--- config.mk ---
export PLATFORM = sky130hd
export DESIGN_NAME = axis_demux_flat
export DESIGN_NICKNAME = d
export VERILOG_FILES = /design/src/rtl/axis_demux_if.sv /design/src/rtl/axis_demux.sv /design/src/flat_wrapper.sv
export SDC_FILE = /design/constraint.sdc
export NUM_CORES = 1
export LEC_CHECK = 0
export ABC_AREA = 1
export CAP_MARGIN = 20
export CORE_ASPECT_RATIO = 0.5
export CORE_MARGIN = 1
export CORE_UTILIZATION = 64
export DETAILED_ROUTE_END_ITERATION = 10
export PLACE_DENSITY_LB_ADDON = 0.12
export SYNTH_ARGS = -nofsm -noshare
export SYNTH_HDL_FRONTEND = slang
export SYNTH_SLANG_ARGS = --single-unit
--- constraint.sdc ---
create_clock -name clk -period 9.32 [get_ports clk]
set_input_delay 1.864 -clock clk [delete_from_list [all_inputs] [get_ports clk]]
set_output_delay 1.864 -clock clk [all_outputs]
set_load 0.05 [all_outputs]
--- src/rtl/axis_demux_if.sv ---
// Signal bundle for axis_demux: one input AXIS stream, NUM_SINKS output streams.
// slave is the demux's own view; master is the view of the source and sinks around it.
interface axis_demux_if #(
  parameter int DATA_WIDTH = 32,
  parameter int NUM_SINKS  = 2
);
  logic                            s_valid;
  logic                            s_ready;
  logic                            s_last;
  logic [DATA_WIDTH-1:0]           s_data;
  logic [NUM_SINKS-1:0]            m_valid;
  logic [NUM_SINKS-1:0]            m_ready;
  logic [NUM_SINKS-1:0]            m_last;
  logic [DATA_WIDTH*NUM_SINKS-1:0] m_data;

  modport slave (
    input  s_valid, s_last, s_data, m_ready,
    output s_ready, m_valid, m_last, m_data
  );

  modport master (
    output s_valid, s_last, s_data, m_ready,
    input  s_ready, m_valid, m_last, m_data
  );
endinterface

--- src/rtl/axis_demux.sv ---
// Packet-level AXIS demux: the header beat's dest field routes the whole packet to one per-sink FWFT FIFO.
// Define AXIS_DEMUX_DROP_CNT_EN to count packets dropped for an out-of-range destination.
module axis_demux #(
  parameter int FIFO_DEPTH = 8,
  parameter int DATA_WIDTH = 32,
  parameter int NUM_SINKS  = 2,
  parameter int DEST_LSB   = 24
) (
  input  logic        clk,
  input  logic        rst,
  axis_demux_if.slave bus,
  output logic [15:0] drop_count
);
  localparam int DEST_W    = $clog2(NUM_SINKS);
  localparam int PTR_W     = $clog2(FIFO_DEPTH);
  localparam int CNT_W     = $clog2(FIFO_DEPTH + 1);
  localparam bit DEST_POW2 = ((1 << DEST_W) == NUM_SINKS);

  localparam logic [1:0] ST_HEADER  = 2'd0;
  localparam logic [1:0] ST_FORWARD = 2'd1;
  localparam logic [1:0] ST_DROP    = 2'd2;

  if (NUM_SINKS < 2 || NUM_SINKS > 8) begin : g_bad_sinks
    $error("axis_demux: NUM_SINKS must be in 2..8");
  end
  if (DEST_LSB + DEST_W > DATA_WIDTH) begin : g_bad_dest
    $error("axis_demux: destination field exceeds DATA_WIDTH");
  end
  if (FIFO_DEPTH < 2) begin : g_bad_depth
    $error("axis_demux: FIFO_DEPTH must be at least 2");
  end

  logic [1:0]           state;
  logic [DEST_W-1:0]    dest_q;
  logic [DEST_W-1:0]    hdr_dest;
  logic [DEST_W-1:0]    cur_dest;
  logic                 dest_ok;
  logic                 route;
  logic                 sel_full;
  logic                 accept;
  logic [NUM_SINKS-1:0] full;
  logic [NUM_SINKS-1:0] wr_en;
  logic [NUM_SINKS-1:0] rd_en;
  logic [PTR_W-1:0]     wr_ptr [NUM_SINKS];
  logic [PTR_W-1:0]     rd_ptr [NUM_SINKS];
  logic [CNT_W-1:0]     count  [NUM_SINKS];
  logic [DATA_WIDTH:0]  mem    [NUM_SINKS][FIFO_DEPTH];

  function automatic logic [PTR_W-1:0] ptr_next(input logic [PTR_W-1:0] p);
    return (p == PTR_W'(FIFO_DEPTH - 1)) ? '0 : p + 1'b1;
  endfunction

  // Out-of-range destinations exist only when NUM_SINKS is not a power of two.
  assign hdr_dest = bus.s_data[DEST_LSB +: DEST_W];
  assign dest_ok  = DEST_POW2 || ({1'b0, hdr_dest} < (DEST_W + 1)'(NUM_SINKS));

  // NOTE: sel_full gets a default before the loop so this block can never infer a latch.
  always_comb begin
    cur_dest = (state == ST_HEADER) ? hdr_dest : dest_q;
    route    = (state == ST_FORWARD) || ((state == ST_HEADER) && dest_ok);
    sel_full = 1'b0;
    for (int k = 0; k < NUM_SINKS; k++) begin
      full[k] = (count[k] == CNT_W'(FIFO_DEPTH));
      if (cur_dest == DEST_W'(k)) sel_full = full[k];
    end

    if (rst)        bus.s_ready = 1'b0;
    else if (route) bus.s_ready = !sel_full;
    else            bus.s_ready = 1'b1;
    accept = bus.s_valid && bus.s_ready;

    for (int k = 0; k < NUM_SINKS; k++) begin
      wr_en[k]       = accept && route && (cur_dest == DEST_W'(k));
      bus.m_valid[k] = (count[k] != '0);
      rd_en[k]       = bus.m_valid[k] && bus.m_ready[k];
      {bus.m_last[k], bus.m_data[k*DATA_WIDTH +: DATA_WIDTH]} = mem[k][rd_ptr[k]];
    end
  end

  // NOTE: registers use <= so every flop samples pre-edge values regardless of block order.
  always_ff @(posedge clk) begin
    if (rst) begin
      state  <= ST_HEADER;
      dest_q <= '0;
    end else if (accept) begin
      case (state)
        ST_HEADER: begin
          dest_q <= hdr_dest;
          if (!bus.s_last) state <= dest_ok ? ST_FORWARD : ST_DROP;
        end
        default: if (bus.s_last) state <= ST_HEADER;
      endcase
    end
  end

  always_ff @(posedge clk) begin
    for (int k = 0; k < NUM_SINKS; k++) begin
      if (rst) begin
        wr_ptr[k] <= '0;
        rd_ptr[k] <= '0;
        count[k]  <= '0;
      end else begin
        if (wr_en[k]) wr_ptr[k] <= ptr_next(wr_ptr[k]);
        if (rd_en[k]) rd_ptr[k] <= ptr_next(rd_ptr[k]);
        case ({wr_en[k], rd_en[k]})
          2'b10:   count[k] <= count[k] + 1'b1;
          2'b01:   count[k] <= count[k] - 1'b1;
          default: ;
        endcase
      end
    end
  end

  // NOTE: FIFO storage is deliberately not reset; count gates every read, so stale words are never seen.
  always_ff @(posedge clk) begin
    for (int k = 0; k < NUM_SINKS; k++) begin
      if (wr_en[k]) mem[k][wr_ptr[k]] <= {bus.s_last, bus.s_data};
    end
  end

`ifdef AXIS_DEMUX_DROP_CNT_EN
  logic drop_hdr;
  assign drop_hdr = accept && (state == ST_HEADER) && !dest_ok;

  always_ff @(posedge clk) begin
    if (rst)                                      drop_count <= '0;
    else if (drop_hdr && drop_count != 16'hFFFF) drop_count <= drop_count + 16'd1;
  end
`else
  assign drop_count = 16'h0;
`endif
endmodule
--- src/flat_wrapper.sv ---
// flat-port wrapper written by rule: the top's interface ports become plain ports
module axis_demux_flat 
#(
  parameter int FIFO_DEPTH = 8,
  parameter int DATA_WIDTH = 32,
  parameter int NUM_SINKS  = 2,
  parameter int DEST_LSB   = 24
)
  (clk, rst, drop_count, bus_s_valid, bus_s_last, bus_s_data, bus_m_ready, bus_s_ready, bus_m_valid, bus_m_last, bus_m_data);
  axis_demux_if #(.DATA_WIDTH(DATA_WIDTH), .NUM_SINKS(NUM_SINKS)) bus_i ();
  input  logic clk;
  input  logic rst;
  output logic [15:0] drop_count;
  input wire logic [$bits(bus_i.s_valid)-1:0] bus_s_valid;
  input wire logic [$bits(bus_i.s_last)-1:0] bus_s_last;
  input wire logic [$bits(bus_i.s_data)-1:0] bus_s_data;
  input wire logic [$bits(bus_i.m_ready)-1:0] bus_m_ready;
  output wire logic [$bits(bus_i.s_ready)-1:0] bus_s_ready;
  output wire logic [$bits(bus_i.m_valid)-1:0] bus_m_valid;
  output wire logic [$bits(bus_i.m_last)-1:0] bus_m_last;
  output wire logic [$bits(bus_i.m_data)-1:0] bus_m_data;
  assign bus_i.s_valid = bus_s_valid;
  assign bus_i.s_last = bus_s_last;
  assign bus_i.s_data = bus_s_data;
  assign bus_i.m_ready = bus_m_ready;
  assign bus_s_ready = bus_i.s_ready;
  assign bus_m_valid = bus_i.m_valid;
  assign bus_m_last = bus_i.m_last;
  assign bus_m_data = bus_i.m_data;
  axis_demux #(.FIFO_DEPTH(FIFO_DEPTH), .DATA_WIDTH(DATA_WIDTH), .NUM_SINKS(NUM_SINKS), .DEST_LSB(DEST_LSB)) u_core (.clk(clk), .rst(rst), .bus(bus_i), .drop_count(drop_count));
endmodule
# Word level (Yosys, flattened, before mapping)
# Memory sizes are Yosys's and may differ from the RTL's.
# Index checks and enable logic that the tools add are counted.
dict set report word_totals {
  regBits 3
  latch_bits 0
  ramBits 548
  romBits 0
  inputBits 38
  elab_cells 121
  memories 4
}
# name depth width read_ports rd_clocked_by_memory_dff wr line
set memory_table {}
lappend memory_table {u_core.mem 2 264 2 0 1 axis_demux.sv:47} ;# logic [DATA_WIDTH:0] mem [NUM_SINKS][FIFO_DEPTH];
lappend memory_table {u_core.count 2 4 2 0 2 axis_demux.sv:46} ;# logic [CNT_W-1:0] count [NUM_SINKS];
lappend memory_table {u_core.rd_ptr 2 3 2 0 2 axis_demux.sv:45} ;# logic [PTR_W-1:0] rd_ptr [NUM_SINKS];
lappend memory_table {u_core.wr_ptr 2 3 2 0 2 axis_demux.sv:44} ;# logic [PTR_W-1:0] wr_ptr [NUM_SINKS];
dict set report op_classes {
  addsub 8
  n_mul 0
  div 0
  order_cmp 6
  n_eq_ne 12
  n_shift 0
  muxes 60
  n_bitwise 13
  n_reduce_logical 16
}
# cell n
set op_table {}
lappend op_table {{2-to-1 mux 264 bit} 4}
lappend op_table {{OR reduction 264 bit} 1}
lappend op_table {{binary-select mux 33 bit (select 3 bit)} 2}
lappend op_table {{demux 33 bit (select 3 bit)} 2}
lappend op_table {{2-to-1 mux 33 bit} 6}
lappend op_table {{2-to-1 mux 1 bit} 31}
lappend op_table {{2-to-1 mux 3 bit} 8}
lappend op_table {{>= comparator 4 bit (second input constant)} 4}
lappend op_table {{2-to-1 mux 4 bit} 4}
lappend op_table {{inverter 3 -> 4 bit} 4}
lappend op_table {{adder 3 x 1 -> 3 bit (second input constant)} 4}
lappend op_table {{== test 3 bit (second input constant)} 4}
lappend op_table {{adder 4 x 1 -> 4 bit (second input constant)} 2}
lappend op_table {{== test 4 bit (second input constant)} 2}
lappend op_table {{logical AND 1 bit} 8}
lappend op_table {{less-than comparator 4 x 1 -> 1 bit (second input constant)} 2}
lappend op_table {{OR 1 bit} 8}
lappend op_table {{nonzero test 4 bit} 2}
lappend op_table {{subtractor 4 x 1 -> 4 bit (second input constant)} 2}
lappend op_table {{== test 2 x 1 -> 1 bit (second input constant)} 3}
lappend op_table {{2-to-1 mux 2 bit} 3}
lappend op_table {{== test 2 bit (second input constant)} 2}
lappend op_table {{AND reduction 3 bit} 1}
lappend op_table {{zero test 2 bit} 1}
lappend op_table {{other kinds (5)} 5}

# Depth between registers and ports, before layout
dict set report depth {
  depth_word 15
  depth_mapped 16
  ltp_nobuf 16
}

# Worst setup path before layout
# OpenSTA, ideal clock, no wires.
dict set report synth_timing {
  path_type {input to register}
  start {input bus_s_data[24]}
  end {memory u_core.mem[0][264] (netlist bit) (enable)}
  setup_ps 423
  arrival_ps 4164
  required_time_ps 8897
  setup_slack_ps 4732
  stages 8
  path_cell_list {inv_1 nand2_2 nand2_4 nand3_2 inv_2 nor2_4 nand4_1 nor2_1}
}
dict set report synth_via {
  elab_chain_cells 12
  elab_cells_between_ends 17
}
# element line
set synth_lines {}
lappend synth_lines {{start: declaration} flat_wrapper.sv:16} ;# input wire logic [$bits(bus_i.s_data)-1:0] bus_s_data;
lappend synth_lines {{2-to-1 mux 1 bit (*)} axis_demux.sv:59} ;# cur_dest = (state == ST_HEADER) ? hdr_dest : dest_q;
lappend synth_lines {{2-to-1 mux 1 bit (*)} axis_demux.sv:64} ;# if (cur_dest == DEST_W'(k)) sel_full = full[k];
lappend synth_lines {{zero test 1 bit (*)} axis_demux.sv:68} ;# else if (route) bus.s_ready = !sel_full;
lappend synth_lines {{2-to-1 mux 1 bit (*)} axis_demux.sv:68}
lappend synth_lines {{2-to-1 mux 1 bit (*)} axis_demux.sv:67} ;# if (rst) bus.s_ready = 1'b0;
lappend synth_lines {{net bus_s_ready} flat_wrapper.sv:18} ;# output wire logic [$bits(bus_i.s_ready)-1:0] bus_s_ready;
lappend synth_lines {{logical AND 1 bit (*)} axis_demux.sv:70} ;# accept = bus.s_valid && bus.s_ready;
lappend synth_lines {{logical AND 1 bit (*)} axis_demux.sv:73} ;# wr_en[k] = accept && route && (cur_dest == DEST_W'(k));
lappend synth_lines {{logical AND 1 bit} axis_demux.sv:73}
lappend synth_lines {{2-to-1 mux 1 bit} axis_demux.sv:117} ;# if (wr_en[k]) mem[k][wr_ptr[k]] <= {bus.s_last, bus.s_data};
lappend synth_lines {{2-to-1 mux 264 bit (implied by the code)} axis_demux.sv:117}
lappend synth_lines {{OR reduction 264 bit (no line)} n/a}
lappend synth_lines {{2-to-1 mux 1 bit (no line) / 2-to-1 mux 264 bit (equally long branches)} n/a}
lappend synth_lines {{end: declaration} axis_demux.sv:47}
# Mark *: on every way through the listed nets, which the timed path passes. The rest lies on a longest branch.

# Worst setup path in the final report
dict set report layout_timing {
  start {input bus_s_data[24]}
  end {output bus_s_ready}
}
dict set report layout_via {
  elab_chain_cells 5
}
# element line
set layout_lines {}
lappend layout_lines {{2-to-1 mux 1 bit} axis_demux.sv:59}
lappend layout_lines {{2-to-1 mux 1 bit} axis_demux.sv:64}
lappend layout_lines {{zero test 1 bit} axis_demux.sv:68}
lappend layout_lines {{2-to-1 mux 1 bit} axis_demux.sv:68}
lappend layout_lines {{2-to-1 mux 1 bit} axis_demux.sv:67}
lappend layout_lines {{end: declaration} flat_wrapper.sv:18}
# No other way between the ends.

==> impl_metrics.json <==
{
  "outcome": "finished clean",
  "grt-ovfl-total": 0,
  "viasPerCell": 6.09,
  "post-place-cells": 2156,
  "r2r_slack_ns": 6.71,
  "cts_tree": "yes",
  "drive_above_1_share_pct": 6.85,
  "path_cells": "clkdlybuf4s50_1, inv_1, nand2_2, nand2_4, nand3_2, inv_2, nor2_4, clkdlybuf4s50_1",
  "cts_resized": 0,
  "r2r_start": "u_core.count[0][2]",
  "whs_path_depth": 2,
  "fillers": 2036,
  "slowest_delay_ns": 0.82,
  "dr.first_iter.drc_count": 1617,
  "clock_sinks": 550,
  "die_area_um2": 35200,
  "via_count": 13600,
  "dr.pass1.iters": 5,
  "num_rows": 47,
  "start_util_pct": 65.8,
  "cts_buffers": 46,
  "fin_area_um2": 24800,
  "grt_pass1_vias": 13300,
  "hold_viol": 0,
  "p_leak_nw": 8.42,
  "rr_endpoint": "u_core.mem[0][278]",
  "core_um2": 33500,
  "crit_top_cell": "clkdlybuf4s50_1",
  "hold_class": "register to register",
  "post_cts_buffers": 0,
  "routedWlPerCell_um": 20.6,
  "finClkSkew_ns": 0.0208,
  "setup_violations": 0,
  "grt_use_total_pct": 26.2,
  "gp_congestion": 0.751,
  "placed_area_um2": 23400,
  "clockBufferDepth": 3,
  "cp-start-kind": "input port",
  "root_buffer": "clkbuf_16",
  "rr_worst_depth": 9,
  "synth-seq-cells": 550,
  "ys_warn_count": 0,
  "pre_cts_slack_ns": 3.34,
  "yosysSeqAreaShare_pct": 74.9,
  "holdBufCountCts": 0,
  "relSlewSlack_pct": 30.3,
  "maxSlewViolCount": 0,
  "antenna_found_initial": 0,
  "area_delta_synth_final_pct": 12.6,
  "drt-total-wl_mm": 46.1,
  "fmax_mhz": 166,
  "power_density_nw_per_um2": 232,
  "regArea_um2": 16500,
  "min_to": "u_core.dest_q",
  "fin_crit_sh_pct": 64.6,
  "ir_drop_uv": 124,
  "fin_nets": 1816,
  "multi_input_area_um2": 4930,
  "tightest_slew_ns": 1.05,
  "grt_start_max_net_pins": 113,
  "finalCriticalPeriod_ns": 6.02,
  "synth_cells": 1681,
  "grt_first_pass_wirelength_mm": 70.6,
  "fin_cells": 2237,
  "die_x_um": 264,
  "startpoint": "bus_s_data[24]",
  "crit_slowest_cell": "clkdlybuf4s50_1",
  "ioPinCount": 123,
  "ant_nets": 0,
  "rsz0062_at_grt": "no",
  "path_clk_slew_ns": 0.06,
  "avgSynthCellArea_um2": 13.1,
  "die-height_um": 133,
  "cp.arrival_ns": 4.16,
  "drc": 0,
  "crit_path_end_kind": "output pin",
  "syn_area_um2": 22000,
  "n_antenna_cell": 0,
  "fin_ws_ns": 3.30,
  "clock_latency_ns": 0.56,
  "cp_max_fo": 17,
  "synth_cell_types": 33,
  "dp_hpwl_mm": 25.1,
  "crit_required_ns": 7.46,
  "setup_tns_ns": 0,
  "crit_type": "input port to output pin",
  "cap_violations": 0,
  "htree_num_levels": 2,
  "holdCritStartpoint": "u_core.dest_q",
  "io_buffers": 106
}
## registers in the layout, summed over array words and instances (netlist names)
register       flops
u_core.dest_q      1
u_core.wr_ptr      6
u_core.state       1
u_core.mem       528
u_core.rd_ptr      6
u_core.count       8
## report_power, final
part | switching, mW | internal (mW)
Clock | 0.816 | 0.978
Sequential | 0.0229 | 2.77
Combinational | 0.822 | 0.347
## how the worst max path moves through the flow
| stage | endpoint | depth (start not counted) |
|---|---|---|
| after global placement | bus_s_ready | 8 |
| after floorplan | u_core.mem[0][264] | 8 |
| after CTS | bus_m_data[21] | 7 |
| after global routing | bus_s_ready | 8 |
| final | bus_s_ready | 8 |
| after detailed placement | bus_s_ready | 8 |
## logic make-up after synthesis
family / Yosys count / synth area share [%]
flip-flops: 550 / 74.9
adder cells (fa/ha/maj): 13 / 0.772
XOR/XNOR: 4 / 0.159
buffers and inverters: 154 / 3.51
AO/OA/AOI/OAI: 276 / 8.53
other: 1 / 0.0170
AND/OR/NAND/NOR: 683 / 12.1
## synth_stat cells, drive strengths merged
library cell  count  area, µm²
nand4             4       52.6
a21oi             7       35.0
conb              1       3.75
xnor2             1       8.76
or2               5       33.8
inv              38        143
xor2              3       26.3
o32ai           132       1160
edfxtp          548      16500
nand3             9       50.1
nand2           230        881
nor2            435       1660
fa                1       20.0
dfxtp             2       40.0
ha               12        150
buf              71        462
clkbuf           45        169
o21bai            1       7.51
o21ai           136        681
## worst max-delay path, delay by kind of cell
| kind | cells | cell delay (ns) |
|---|---|---|
| buffers and inverters | 4 | 1.83 |
| and+or+nand+nor | 4 | 0.46 |
## per-stage QoR
stage,power [mW],hold slack (ns),utilization (%)
after floorplan,3.66,0.429,-
after global placement,3.97,0.435,69.9
after detailed placement,4.00,0.453,69.9
after CTS,5.77,0.462,74.0
after global routing,5.95,0.477,74.2
final,5.75,0.459,74.2
## per-layer routing
| layer | share of wire, % | track usage, % |
|---|---|---|
| met5 | 0 | 0 |
| met4 | 2.5 | 8.91 |
| met3 | 7.2 | 3.81 |
| met2 | 48 | 42.3 |
| met1 | 42 | 37.4 |
## final cells by class
cell class,count,area share (%)
Clock buffer,61,4.95
Clock inverter,18,0.519
Timing Repair Buffer,137,5.38
Multi-Input combinational cell,992,19.9
Tap cell,441,2.22
Inverter,38,0.585
Sequential cell,550,66.5
## cells in the final DEF, fill, tap and decap left out, drive strengths merged
| cell type | n |
|---|---|
| clkbuf | 61 |
| conb | 16 |
| xnor2 | 1 |
| clkinv | 17 |
| inv | 37 |
| or2 | 5 |
| ha | 12 |
| buf | 31 |
| nand4 | 4 |
| clkdlybuf4s50 | 106 |
| dfxtp | 2 |
| xor2 | 3 |
| nor2 | 435 |
| o32ai | 132 |
| fa | 1 |
| o21ai | 136 |
| nand3 | 9 |
| a21oi | 7 |
| bufinv | 2 |
| nand2 | 230 |
| edfxtp | 548 |
| o21bai | 1 |
(Power assumes the default switching activity.)
